--- config.mk ---
export PLATFORM = sky130hd
export DESIGN_NAME = lfsr_sched
export DESIGN_NICKNAME = d
export VERILOG_FILES = /design/src/rtl/lfsr_sched.sv
export SDC_FILE = /design/constraint.sdc
export NUM_CORES = 1
export LEC_CHECK = 0
export BUFFER_PORTS_ARGS = -buffer_cell sky130_fd_sc_hd__buf_2
export CORE_MARGIN = 3
export CORE_UTILIZATION = 45
export CTS_CLUSTER_SIZE = 40
export DETAILED_ROUTE_END_ITERATION = 6
export PLACE_DENSITY_LB_ADDON = 0.12
export SKIP_CTS_REPAIR_TIMING = 1
export SLEW_MARGIN = 30
export SYNTH_ARGS = -nofsm -noshare
export SYNTH_HDL_FRONTEND = slang
export SYNTH_SLANG_ARGS = --single-unit
--- constraint.sdc ---
create_clock -name clk_i -period 1.5 [get_ports clk_i]
set_clock_uncertainty 0.15 [all_clocks]
set_input_delay 0.3 -clock clk_i [delete_from_list [all_inputs] [get_ports clk_i]]
set_output_delay 0.3 -clock clk_i [all_outputs]
set_load 0.01 [all_outputs]
--- src/rtl/lfsr_sched.sv ---
// Round-robin scheduler sharing one 4-bit LFSR between two requesters.
// A granted request loads its seed into the LFSR, collects WORD_W serial bits
// (first bit lands in the MSB) and returns the word with a one-cycle ack.
// A request that sees TIMEOUT consecutive invalid cycles is aborted with rsp_err_o.
//
// Ports:
//   clk_i          clock, rising edge
//   rst_ni         synchronous active-low reset
//   req0_i/req1_i  level requests, held until the matching ack
//   seed0_i/1_i    per-requester seed, sampled at grant
//   ack0_o/ack1_o  one-cycle completion pulses
//   rsp_data_o     collected word, valid while an ack is high
//   rsp_err_o      high with the ack when the request timed out
//   busy_o         high in LOAD, RUN, DONE
//   lfsr_seed_o    seed to the LFSR
//   lfsr_reset_o   active-low LFSR reset (low = load seed / hold)
//   lfsr_out_i     LFSR serial bit
//   lfsr_valid_i   lfsr_out_i is meaningful this cycle
module lfsr_sched #(
   parameter int unsigned WORD_W  = 8,
   parameter int unsigned TIMEOUT = 16
) (
   input  logic              clk_i,
   input  logic              rst_ni,
   input  logic              req0_i,
   input  logic              req1_i,
   input  logic [3:0]        seed0_i,
   input  logic [3:0]        seed1_i,
   output logic              ack0_o,
   output logic              ack1_o,
   output logic [WORD_W-1:0] rsp_data_o,
   output logic              rsp_err_o,
   output logic              busy_o,
   output logic [3:0]        lfsr_seed_o,
   output logic              lfsr_reset_o,
   input  logic              lfsr_out_i,
   input  logic              lfsr_valid_i
);

   localparam int unsigned CntW  = $clog2(WORD_W + 1);
   localparam int unsigned IdleW = $clog2(TIMEOUT + 1);
   localparam logic [CntW-1:0]  CntLast  = CntW'(WORD_W - 1);
   localparam logic [IdleW-1:0] IdleLast = IdleW'(TIMEOUT - 1);

   typedef enum logic [1:0] {StIdle, StLoad, StRun, StDone} state_e;

   state_e            state_q;
   logic              id_q;
   logic              last_q;
   logic [CntW-1:0]   count_q;
   logic [IdleW-1:0]  idle_q;
   logic [WORD_W-1:0] word_q;
   logic              ack0_q;
   logic              ack1_q;
   logic [WORD_W-1:0] rsp_data_q;
   logic              rsp_err_q;
   logic [3:0]        lfsr_seed_q;
   logic              lfsr_reset_q;

   logic              grant_id;
   logic [3:0]        grant_seed;
   logic [WORD_W-1:0] word_shift;

   // On a tie the requester not granted last wins.
   always_comb begin
      grant_id = req1_i;
      if (req0_i && req1_i) begin
         grant_id = ~last_q;
      end
      grant_seed = grant_id ? seed1_i : seed0_i;
      // An all-zero seed would lock the LFSR up.
      if (grant_seed == 4'b0000) begin
         grant_seed = 4'b0001;
      end
   end

   assign word_shift = {word_q[WORD_W-2:0], lfsr_out_i};

   always_ff @(posedge clk_i) begin
      if (!rst_ni) begin
         state_q      <= StIdle;
         id_q         <= 1'b0;
         last_q       <= 1'b1;
         count_q      <= '0;
         idle_q       <= '0;
         word_q       <= '0;
         ack0_q       <= 1'b0;
         ack1_q       <= 1'b0;
         rsp_data_q   <= '0;
         rsp_err_q    <= 1'b0;
         lfsr_seed_q  <= 4'b0001;
         lfsr_reset_q <= 1'b0;
      end else begin
         // Response outputs are only non-zero during the single DONE cycle.
         ack0_q     <= 1'b0;
         ack1_q     <= 1'b0;
         rsp_data_q <= '0;
         rsp_err_q  <= 1'b0;
         unique case (state_q)
            StIdle: begin
               if (req0_i || req1_i) begin
                  state_q     <= StLoad;
                  id_q        <= grant_id;
                  last_q      <= grant_id;
                  lfsr_seed_q <= grant_seed;
                  word_q      <= '0;
               end
            end
            StLoad: begin
               state_q      <= StRun;
               count_q      <= '0;
               idle_q       <= '0;
               lfsr_reset_q <= 1'b1;
            end
            StRun: begin
               if (lfsr_valid_i) begin
                  // A valid bit always wins over a coincident timeout.
                  word_q  <= word_shift;
                  count_q <= count_q + 1'b1;
                  idle_q  <= '0;
                  if (count_q == CntLast) begin
                     state_q      <= StDone;
                     lfsr_reset_q <= 1'b0;
                     ack0_q       <= ~id_q;
                     ack1_q       <= id_q;
                     rsp_data_q   <= word_shift;
                  end
               end else begin
                  idle_q <= idle_q + 1'b1;
                  if (idle_q == IdleLast) begin
                     state_q      <= StDone;
                     lfsr_reset_q <= 1'b0;
                     ack0_q       <= ~id_q;
                     ack1_q       <= id_q;
                     rsp_data_q   <= word_q;
                     rsp_err_q    <= 1'b1;
                  end
               end
            end
            StDone: begin
               state_q     <= StIdle;
               lfsr_seed_q <= 4'b0001;
            end
            default: state_q <= StIdle;
         endcase
      end
   end

   assign ack0_o       = ack0_q;
   assign ack1_o       = ack1_q;
   assign rsp_data_o   = rsp_data_q;
   assign rsp_err_o    = rsp_err_q;
   assign busy_o       = (state_q != StIdle);
   assign lfsr_seed_o  = lfsr_seed_q;
   assign lfsr_reset_o = lfsr_reset_q;

endmodule
Yosys cells after proc, flatten, opt, wreduce, memory -nomap -nowiden
Cells that the tools add are included.
- word-level logic and storage cells: 74
- flip-flop bits (word level): 37
- output and inout bits: 17
- multiplexer cells: 31
- add/subtract/negate cells: 2
- bitwise logic cells: 4
- reductions and logical operators: 16
- equal/unequal tests: 9
- operators by type and width (kind ; number):
    $mux W8 ; 5
    $mux W4 ; 4
    $pmux W4 S2 ; 2
    $pmux W8 S2 ; 1
    $mux W1 ; 11
    $pmux W5 S2 ; 1
    $reduce_and A3 Y1 ; 3
    $mux W2 ; 4
    $pmux W2 S4 ; 1
    $reduce_and A2 Y1 ; 4
    $reduce_bool A2 Y1 ; 4
    $ne A3 B3 Y1 const B ; 2
    $add A5 B1 Y5 const B ; 1
    $eq A5 B4 Y1 const B ; 1
    $mux W5 ; 1
    $add A4 B1 Y4 const B ; 1
    $eq A2 B2 Y1 const B ; 2
    $eq A4 B3 Y1 const B ; 1
    $logic_not A4 Y1 ; 1
    $ne A2 B2 Y1 const B ; 2
    $not A1 Y1 ; 4
    $reduce_or A3 Y1 ; 1
    $eq A2 B1 Y1 const B ; 1
    $logic_not A2 Y1 ; 1
    other kinds (3) ; 3

Logic depth before layout (Yosys ltp)
Gate-level depths: netlist (run 1).
- word-level depth: 7
- depth in mapped cells: 7
- depth with buffers taken out: 7

Worst setup path before layout (run 1)
OpenSTA, ideal clock, no wires.
- path kind: reg-to-reg
- from: register idle_q[0]
- to: register state_q[1]
- slack: -0.197 ns
- setup time: 0.122 ns
- data arrival time: 1.425 ns
- cell stages (with the launch flop): 8
- clock period less this slack: 1.697 ns
- buffers on the path: 0
- data required time: 1.228 ns
- path through: dfxtp_1 ha_1 and3_1 ha_1 nor2b_1 o32a_1 nand3_1 o21ai_0
- word-level cells in the longest chain between the ends: 3
- RTL lines (item ; RTL line ; source):
    start: declaration ; 51 ; logic [IdleW-1:0] idle_q;
    start signal: assignment ; 129 ; idle_q <= idle_q + 1'b1;
    $eq A5 B4 Y1 ; 130 ; if (idle_q == IdleLast) begin
    $ne A3 B3 Y1 (no source line) ; n/a ;
    $reduce_and A3 Y1 (no source line) ; n/a ;
    end signal: assignment ; 131 ; state_q <= StDone;
    end signal: assignment ; 141 ; state_q <= StIdle;
    end signal: assignment ; 144 ; default: state_q <= StIdle;
    end: declaration ; 47 ; state_e state_q;
No other way between the ends.
A chain may end at the register's enable or synchronous reset.

Worst setup path in the final report (run 1)
- from: register idle_q[1]
- to: register state_q[0]
The elaborated chain is that of the path after synthesis.

==> impl_metrics.yaml, run 1 <==
status:
  status: "finished with violations"
  failing_checks: "setup timing"
sta:
  tightestPinTransition_ns: 0.404
  worst_slew_slack_as_a_fraction_of_its_limit_pct: 73.0
  finalCriticalPeriod_ns: 1.69
  final_min_period_over_clock_period_pct: 112
  setup_repair_after_global_routing_missed_its_margin: "true"
  hold_ws_ns: 0.0324
  timing.final.setup_violations: 24
  maxSlewViolCount: 0
  report.final.hold_viol_count: 0
  fmaxAchievable_ghz: 0.593
  final_worst_setup_slack_ns: -0.187
synth:
  synth.ff_latch_count: 37
  synth_top_cell_by_area: "sky130_fd_sc_hd__dfxtp_1"
  synth_area_sq_mm: 0.00160
  ys_top_cells_by_area: "sky130_fd_sc_hd__dfxtp_1, sky130_fd_sc_hd__a22o_1, sky130_fd_sc_hd__ha_1, sky130_fd_sc_hd__nor2_1, sky130_fd_sc_hd__o21ai_0"
  synth_top_family_by_area: "compound AO/OA/AOI/OAI gates"
  synth.net_count: 190
  synth-seq-area-share_pct: 46.4
  syn-instance-count: 168
  synth_compound_gate_area_share_pct: 21.0
  yosysTopAreaCellShare_pct: 46.4
  synth_fa_ha_area_share_pct: 6.27
  synthSimpleGateAreaFrac_pct: 18.1
  synthXorXnorAreaFrac_pct: 1.65
  synthDistinctLibCells: 42
  synth_warnings: 0
  post_synth_mux_area_share_pct: 2.51
  avgSynthCellArea_sq_um: 9.50
die:
  core_sq_mm: 0.00339
  die_extent_in_y_um: 65.6
  rows: 21
  initial_utilization_pct: 47.1
  chipWidth_um: 65.6
  ioPinCount: 31
  dieArea_sq_mm: 0.00430
pwr:
  p_per_area_mw_per_mm2: 1440
  p_int_w: 0.00208
  peakVddDrop_mv: 0.874
  power_leakage_nw: 0.929
  power_frac_seq_pct: 37.6
  p_switching_w: 0.00106
  clockPowerShare_pct: 22.2
  power.share.switching_pct: 33.9
  p_comb_share_pct: 40.2
detailed_routing:
  drtAntennaViolNets: 0
  drc_errors_left: 0
  routed_wire_length_per_instance_um: 12.8
  wl_met1_um: 1580
  routed_wirelength_um: 3480
  highest_layer: "met4"
  detailroute.via_count: 1394
  route.met3.wl_um: 164
  detailedRoute.firstPassIterationCount: 4
  wl_met2_um: 1720
  first_iter_violations: 67
  via_per_inst: 5.13
clock_tree:
  worst_setup_hold_path_clk_slew_ns: 0.12
  cts_buffer_depth: 2
  clock_tree.root_cell: "sky130_fd_sc_hd__clkbuf_4"
  number_of_sinks_on_the_clock_net: 37
  clock_insertion_delay_worst_skew_ns: 0.34
  clock_tree.htree_level_count: 2
  numCtsBuffers: 5
  cts_tree: "done"
critical_path:
  cp_slowest_cell: "sky130_fd_sc_hd__dfxtp_2"
  setup.worst_path.end_class: "register"
  type_of_element_launching_the_critical_path: "register"
  critPathRequiredTime_ns: 1.60
  cp_cell_sequence: "ha_4 > and3_4 > ha_4 > nor2b_4 > o32a_1 > nor2_1 > nor2_1"
  timing.critical_path.arrival_ns: 1.78
  crit_family: "simple AND/OR/NAND/NOR gates"
  highest_cell_delay_on_the_worst_timing_path_ns: 0.36
  largest_fanout_on_the_critical_path: 3
  timing.critical_path.buf_inv: 0
  worst-setup-path-type: "register to register"
layout:
  synthToLayoutAreaGrowth_pct: 36.7
  leading_cell_types_in_the_layout_fill_and_taps_excluded: "sky130_fd_sc_hd__dfxtp_1, sky130_fd_sc_hd__buf_2, sky130_fd_sc_hd__buf_4"
  layoutNonFillerInstCount: 272
  diodes: 0
  finish.net_count: 247
  most_common_cell_after_layout_fill_and_taps_aside: "sky130_fd_sc_hd__dfxtp_1"
  drive_gt1_share_pct: 39.8
global_route:
  global_route.usage.total_pct: 16.6
  global_route.overflow_total: 0
  grt_pass1_wl_um: 5580
  grt_pass1_vias: 1324
  grt_start_max_net_pins: 14
  grt_antenna_before_repair: 0
place:
  post-place-cells: 262
  pre_cts_ws_ns: -0.208
  globalplace.congestion: 0.741
  io_buffer_count: 30
  dpl_hpwl_um: 2550
hold_path:
  min-delay-path-class: "primary input to register"
run:
  timing.max_cap.violations: 0
synth_stat cells (all sizes together):
library cell and count:
a32o 1, nand2 13, or2 1, o22ai 4
a21oi 6, xor2 2, o32a 1, o31ai 1
a21boi 2, a22o 13, ha 8, nor3b 3
nand3b 1, nand3 5, a22oi 1, o21ai 10
nor2 16, mux2i 4, a21o 1, nand2b 1
a211oi 1, a32oi 1, o221ai 1, and3b 1
nand4 2, o211ai 1, inv 11, buf 2
xnor2 1, nor2b 4, nor3 3, clkbuf 3
a31oi 1, and3 4, and4b 1, dfxtp 37
logic make-up after synthesis:
| group | Yosys count |
|---|---|
| and+or+nand+nor | 55 |
| AOI/OAI and AO/OA | 45 |
| DFF | 37 |
| buffers and inverters | 16 |
| adders and majority gates | 8 |
| muxes | 4 |
| xor gates and xnor gates | 3 |
registers in the layout, indices dropped and copies added, names as in the netlist:
signal	count
id_q	1
ack0_o	1
idle_q	5
lfsr_reset_o	1
word_q	8
state_q	2
lfsr_seed_o	4
ack1_o	1
rsp_data_o	8
count_q	4
last_q	1
rsp_err_o	1
worst reg2reg max path, cell delays in order (launching register included):
cell	delay, ns
sky130_fd_sc_hd__dfxtp_2	0.36
sky130_fd_sc_hd__ha_4	0.16
sky130_fd_sc_hd__and3_4	0.18
sky130_fd_sc_hd__ha_4	0.15
sky130_fd_sc_hd__nor2b_4	0.12
sky130_fd_sc_hd__o32a_1	0.31
sky130_fd_sc_hd__nor2_1	0.12
sky130_fd_sc_hd__nor2_1	0.05
cell type report:
cell class / instances / area, sq um
well taps: 46 / 57.6
multi-input cells: 116 / 910
clock inverters: 3 / 46.3
flip-flops and latches: 37 / 747
clock buffers: 5 / 37.5
fillers: 301 / 1210
inverters: 11 / 43.8
repair buffers: 54 / 340
power groups by stage:
stage	Clock [W]	Sequential, W	Combinational, W
global route	0.000755	0.00120	0.00140
floorplan	0	0.00121	0.000663
CTS	0.000716	0.00116	0.00114
detailed placement	0	0.00119	0.00113
global placement	0	0.00118	0.00110
finish	0.000697	0.00118	0.00126
path summary, 6_finish.rpt:
kind                            startpoint       endpoint  slack (ns)  depth (start not counted)
worst max register to register   idle_q[1]     state_q[0]       -0.19                          7
worst min register to register        id_q         ack0_o        0.29                          1
worst min-delay path            lfsr_out_i  rsp_data_o[0]        0.03                          2
worst max-delay path             idle_q[1]     state_q[0]       -0.19                          7
per-layer routing:
metal / global-route usage, % / vias to the layer above
met4: 3.89 / 0
met2: 29.8 / 27
met1: 19.0 / 647
met5: 0 / -
li1: - / 716
met3: 5.30 / 4
per-stage QoR:
| step | setup TNS, ns | util (%) | area [sq um] | power, W |
|---|---|---|---|---|
| 5_1_grt | -3.50 | 64.4 | 2180 | 0.00335 |
| 6_report | -2.19 | 64.4 | 2180 | 0.00314 |
| 3_5_place_dp | -2.49 | 59.0 | 2000 | 0.00232 |
| 4_1_cts | -3.55 | 61.4 | 2080 | 0.00302 |
| 2_1_floorplan | -0.344 | - | 1640 | 0.00187 |
| 3_3_place_gp | -1.60 | 59.0 | 2000 | 0.00228 |
(Power assumes the default switching activity.)
==> run 2: changes to the inputs <==
Clock period 1.5 ns to 2.2 ns, I/O delays scaled along.
==> run 2 against run 1 <==
Against the previous run:
- total power down 46%
- worst hold slack better by 0.15 ns
- flip-flop and latch count unchanged
- global-route usage up 0.18 points
- setup slack better by 0.40 ns
- register-to-register slack better by 0.54 ns
- critical path depth down 3
- routed wire length down 12%
- final cell count down 8.1%
- the run now ends clean
==> impl_metrics.yaml, run 2 (synthesized netlist as in run 1, its figures left out) <==
detailed_routing:
  detailroute.via_count: 1299
  routed_wirelength_um: 3070
  drc_errors_left: 0
  detailedRoute.firstPassIterationCount: 4
  drtAntennaViolNets: 0
  first_iter_violations: 63
  routed_wire_length_per_instance_um: 12.3
  via_per_inst: 5.20
critical_path:
  crit-reg2reg-capture: "ack1_o"
  highest_cell_delay_on_the_worst_timing_path_ns: 0.39
  r2r_cells: 6
  largest_fanout_on_the_critical_path: 8
  timing.critical_path.arrival_ns: 1.40
  crit_family: "flip-flops"
  critical_path.reg2reg.startpoint: "state_q[0]"
  critPathMostFrequentCell: "sky130_fd_sc_hd__inv_1"
  type_of_element_launching_the_critical_path: "register"
  worst-setup-path-type: "register to output pin"
  cp_slowest_cell: "sky130_fd_sc_hd__dfxtp_1"
  timing.critical_path.buf_inv: 3
  critPathRequiredTime_ns: 1.61
  cp_cell_sequence: "inv_1 > ha_1 > inv_1 > buf_2"
  setup.worst_path.end_class: "output pin"
  setup.reg_to_reg.worst_slack_ns: 0.35
layout:
  filler_cell_count: 341
  synthToLayoutAreaGrowth_pct: 16.1
  multi_input_area_sq_um: 791
  most_common_cell_after_layout_fill_and_taps_aside: "sky130_fd_sc_hd__dfxtp_1"
  area_taken_by_flip_flops_and_latches_sq_um: 741
  finish.net_count: 225
  layoutNonFillerInstCount: 250
  layout.core_utilization_pct: 54.7
  leading_cell_types_in_the_layout_fill_and_taps_excluded: "sky130_fd_sc_hd__dfxtp_1, sky130_fd_sc_hd__buf_2, sky130_fd_sc_hd__nor2_1"
  drive_gt1_share_pct: 24.0
  diodes: 0
pwr:
  power_leakage_nw: 0.812
  fin_total_pwr_w: 0.00170
  peakVddDrop_mv: 0.389
  p_per_area_mw_per_mm2: 919
clock_tree:
  clock_insertion_delay_worst_skew_ns: 0.33
  cts_tree: "done"
  clock_tree.htree_level_count: 2
  clock_tree.root_cell: "sky130_fd_sc_hd__clkbuf_4"
  cts_buffer_depth: 2
  numCtsBuffers: 5
  worst_setup_hold_path_clk_slew_ns: 0.11
  number_of_sinks_on_the_clock_net: 37
sta:
  fmaxAchievable_ghz: 0.504
  worst_slew_slack_as_a_fraction_of_its_limit_pct: 73.2
  setup_total_negative_slack_ns: 0
  final_min_period_over_clock_period_pct: 90.2
  maxSlewViolCount: 0
  finalCriticalPeriod_ns: 1.99
  report.final.hold_viol_count: 0
  timing.final.setup_violations: 0
  hold_ws_ns: 0.186
  setup_repair_after_global_routing_missed_its_margin: "false"
  tightestPinTransition_ns: 0.397
place:
  post-place-cells: 242
  dpl_hpwl_um: 2350
  globalplace.congestion: 0.783
  io_buffer_count: 30
die:
  dieArea_sq_mm: 0.00430
  rows: 21
  core_sq_mm: 0.00339
  die_extent_in_y_um: 65.6
  initial_utilization_pct: 47.1
  ioPinCount: 31
  chipWidth_um: 65.6
global_route:
  grt_pass1_vias: 1288
  global_route.overflow_total: 0
  grt_pass1_wl_um: 5470
  grt_antenna_before_repair: 0
  global_route.usage.total_pct: 16.8
  grt_start_max_net_pins: 15
hold_path:
  worstHoldEndpoint: "rsp_data_o[0]"
  min-delay-path-class: "primary input to register"
  holdPathStages: 2
  holdCritStartpoint: "lfsr_out_i"
run:
  timing.max_cap.violations: 0
status:
  status: "completed"
==> run 2: worst reg2reg max path, cell delays in order (launching register included) <==
cell                       delay [ns]
sky130_fd_sc_hd__dfxtp_1         0.35
sky130_fd_sc_hd__inv_1           0.11
sky130_fd_sc_hd__ha_1            0.32
sky130_fd_sc_hd__nand2b_1        0.23
sky130_fd_sc_hd__nor2_2          0.40
sky130_fd_sc_hd__nor2_1          0.12
sky130_fd_sc_hd__nor2b_1         0.13
==> run 2: final cells by class <==
class	count	area share [%]
multi-input combinational	115	42.6
clock inverter	2	0.540
sequential	37	39.9
clock buffer	6	2.23
tap	46	3.10
timing repair buffer	33	9.31
inverter	11	2.23
==> run 2: where the power goes <==
group	switching, W	leakage (nW)	internal (W)
registers	0.0000510	0.300	0.000745
clock network	0.000214	0.0320	0.000122
logic	0.000335	0.479	0.000237
total	0.000601	0.812	0.00110
==> run 2: how the worst max path moves through the flow <==
stage	endpoint	depth (start not counted)	from
floorplan	state_q[1]	7	idle_q[0]
global placement	ack1_o	6	state_q[0]
detailed placement	ack1_o	6	state_q[0]
CTS	busy_o	4	state_q[0]
global route	busy_o	4	state_q[1]
finish	busy_o	4	state_q[0]
==> run 2: stage by stage <==
stage          area [sq um]  setup WS, ns
4_1_cts                1850         0.182
2_1_floorplan          1600         0.503
5_1_grt                1850        0.0868
6_report               1850         0.215
3_3_place_gp           1800         0.415
3_5_place_dp           1800         0.347
==> run 2: routing by layer <==
metal | share of wire (%) | wire [um] | global-route usage (%) | vias to the layer above
met5 | 0 | 0 | 0 | -
met4 | 1.9 | 59 | 7.77 | 0
met3 | 4.7 | 144 | 5.47 | 6
met2 | 48 | 1460 | 28.3 | 21
met1 | 46 | 1400 | 19.1 | 596
li1 | - | - | - | 676
==> run 3: changes to the inputs <==
==> constraint.sdc (replaced) <==
create_clock -name clk_i -period 2.2 [get_ports clk_i]
set_clock_uncertainty 0.15 [all_clocks]
set_input_delay 0.22 -clock clk_i [delete_from_list [all_inputs] [get_ports clk_i]]
set_output_delay 0.22 -clock clk_i [all_outputs]
set_load 0.01 [all_outputs]
==> run 3 against run 2 <==
Against the previous run:
- non-clock buffer count unchanged
- clock power rose by 42%
- maximum frequency grew 6.2%
- flip-flop and latch count did not move
- register-to-register slack worse by 0.02 ns
- critical path type is now register to register
- highest routed layer unchanged
==> impl_metrics.yaml, run 3 (synthesized netlist as in run 1, its figures left out) <==
layout:
  synthToLayoutAreaGrowth_pct: 18.3
  postLayoutCellArea_sq_mm: 0.00189
  diodes: 0
  filler_cell_count: 327
  finish.net_count: 225
  drive_gt1_share_pct: 24.0
  multi_input_area_sq_um: 791
  leading_cell_types_in_the_layout_fill_and_taps_excluded: "sky130_fd_sc_hd__dfxtp_1, sky130_fd_sc_hd__buf_2, sky130_fd_sc_hd__nor2_1"
  area_taken_by_flip_flops_and_latches_sq_um: 741
  most_common_cell_after_layout_fill_and_taps_aside: "sky130_fd_sc_hd__dfxtp_1"
  layoutNonFillerInstCount: 250
clock_tree:
  worst_setup_hold_path_clk_slew_ns: 0.12
  clock_tree.root_cell: "sky130_fd_sc_hd__clkbuf_4"
  cts_tree: "done"
  cts_buffer_depth: 2
  clock_insertion_delay_worst_skew_ns: 0.34
  number_of_sinks_on_the_clock_net: 37
  clock_tree.htree_level_count: 2
  numCtsBuffers: 5
critical_path:
  cp_slowest_cell: "sky130_fd_sc_hd__nor3b_4"
  worst-setup-path-type: "register to register"
  crit_family: "compound AO/OA/AOI/OAI gates"
  largest_fanout_on_the_critical_path: 8
  timing.critical_path.buf_inv: 1
  critPathRequiredTime_ns: 2.34
  highest_cell_delay_on_the_worst_timing_path_ns: 0.37
  cp_cell_sequence: "inv_1 > ha_1 > nor3b_4 > a21oi_2 > a21boi_4 > a22o_1"
  timing.critical_path.arrival_ns: 2.01
  setup.worst_path.end_class: "register"
  type_of_element_launching_the_critical_path: "register"
  critical_path_cell_count: 6
  r2r_cells: 6
sta:
  final_min_period_over_clock_period_pct: 84.9
  report.final.hold_viol_count: 0
  setup_repair_after_global_routing_missed_its_margin: "false"
  setup_total_negative_slack_ns: 0
  timing.final.setup_violations: 0
  maxSlewViolCount: 0
  hold_ws_ns: 0.0169
  finalCriticalPeriod_ns: 1.87
  worst_slew_slack_as_a_fraction_of_its_limit_pct: 72.8
  tightestPinTransition_ns: 0.406
  fmaxAchievable_ghz: 0.535
hold_path:
  min-delay-path-class: "primary input to register"
  holdPathStages: 3
die:
  dieArea_sq_mm: 0.00430
  ioPinCount: 31
  chipWidth_um: 65.6
  core_sq_mm: 0.00339
  die_extent_in_y_um: 65.6
  rows: 21
  initial_utilization_pct: 47.1
pwr:
  fin_total_pwr_w: 0.00185
  p_per_area_mw_per_mm2: 978
  power_leakage_nw: 0.820
  peakVddDrop_mv: 0.562
detailed_routing:
  first_iter_violations: 85
  via_per_inst: 5.24
  detailedRoute.firstPassIterationCount: 4
  drc_errors_left: 0
  wl_met1_um: 1420
  drtAntennaViolNets: 0
  detailroute.via_count: 1309
  wl_met2_um: 1530
  route.met3.wl_um: 142
  routed_wirelength_um: 3140
  highest_layer: "met4"
  routed_wire_length_per_instance_um: 12.5
place:
  post-place-cells: 241
  dpl_hpwl_um: 2320
  dpl-instance-area_sq_mm: 0.00180
  globalplace.congestion: 0.774
  io_buffer_count: 30
global_route:
  global_route.overflow_total: 0
  grt_start_max_net_pins: 22
  grt_antenna_before_repair: 0
  global_route.usage.total_pct: 16.7
  grt_pass1_wl_um: 5490
  grt_pass1_vias: 1284
run:
  timing.max_cap.violations: 0
status:
  status: "completed"
-- run 3: cell types whose count changed in the layout (fill, tap and decap cells not counted) --
cell | previous run | this run
sky130_fd_sc_hd__dlygate4sd3_1 | 0 | 1
sky130_fd_sc_hd__buf_4 | 3 | 2
sky130_fd_sc_hd__bufinv_16 | 0 | 1
sky130_fd_sc_hd__clkinv_2 | 2 | 0
sky130_fd_sc_hd__clkinvlp_4 | 0 | 1
sky130_fd_sc_hd__clkbuf_1 | 1 | 0
sky130_fd_sc_hd__clkinv_4 | 0 | 1
-- run 3: final cells by class --
class,instances,share of cell area (%)
multi-input cells,115,41.9
flip-flops and latches,37,39.2
repair buffers,33,9.27
well taps,46,3.05
clock inverters,3,2.45
inverters,11,2.19
clock buffers,5,1.99
-- run 3: per-stage QoR --
| step | utilization (%) | worst slack, ns |
|---|---|---|
| CTS | 55.4 | 0.317 |
| detailed placement | 53.0 | 0.357 |
| global placement | 53.0 | 0.412 |
| finish | 55.7 | 0.331 |
| floorplan | - | 0.503 |
| global route | 55.7 | 0.140 |
-- run 3: worst register-to-register path: cells and delay by family (launching register included) --
family,cells,cell delay [ns]
adder cells (fa/ha/maj),1,0.29
AND/OR/NAND/NOR,1,0.37
buffers and inverters,1,0.12
AO/OA/AOI/OAI,3,0.54
flip-flops,1,0.36
-- run 3: power by group --
| group | leakage (nW) | switching, W | total, W | internal [W] |
|---|---|---|---|---|
| Combinational | 0.479 | 0.000338 | 0.000574 | 0.000236 |
| Sequential | 0.300 | 0.0000517 | 0.000797 | 0.000745 |
| Clock | 0.0414 | 0.000237 | 0.000477 | 0.000241 |
-- run 3: layer usage --
layer | global-route usage [%] | vias to the layer above
met3 | 5.98 | 4
met4 | 5.70 | 0
met5 | 0 | -
met1 | 18.3 | 609
li1 | - | 671
met2 | 29.6 | 25
-- run 3: worst paths after layout --
path / from / end / slack (ns)
worst max-delay path: state_q[0] / word_q[6] / 0.33
worst min-delay path: seed1_i[1] / lfsr_seed_o[1] / 0.02
worst max register to register: state_q[0] / word_q[6] / 0.33
worst min register to register: lfsr_reset_o / lfsr_reset_o / 0.31
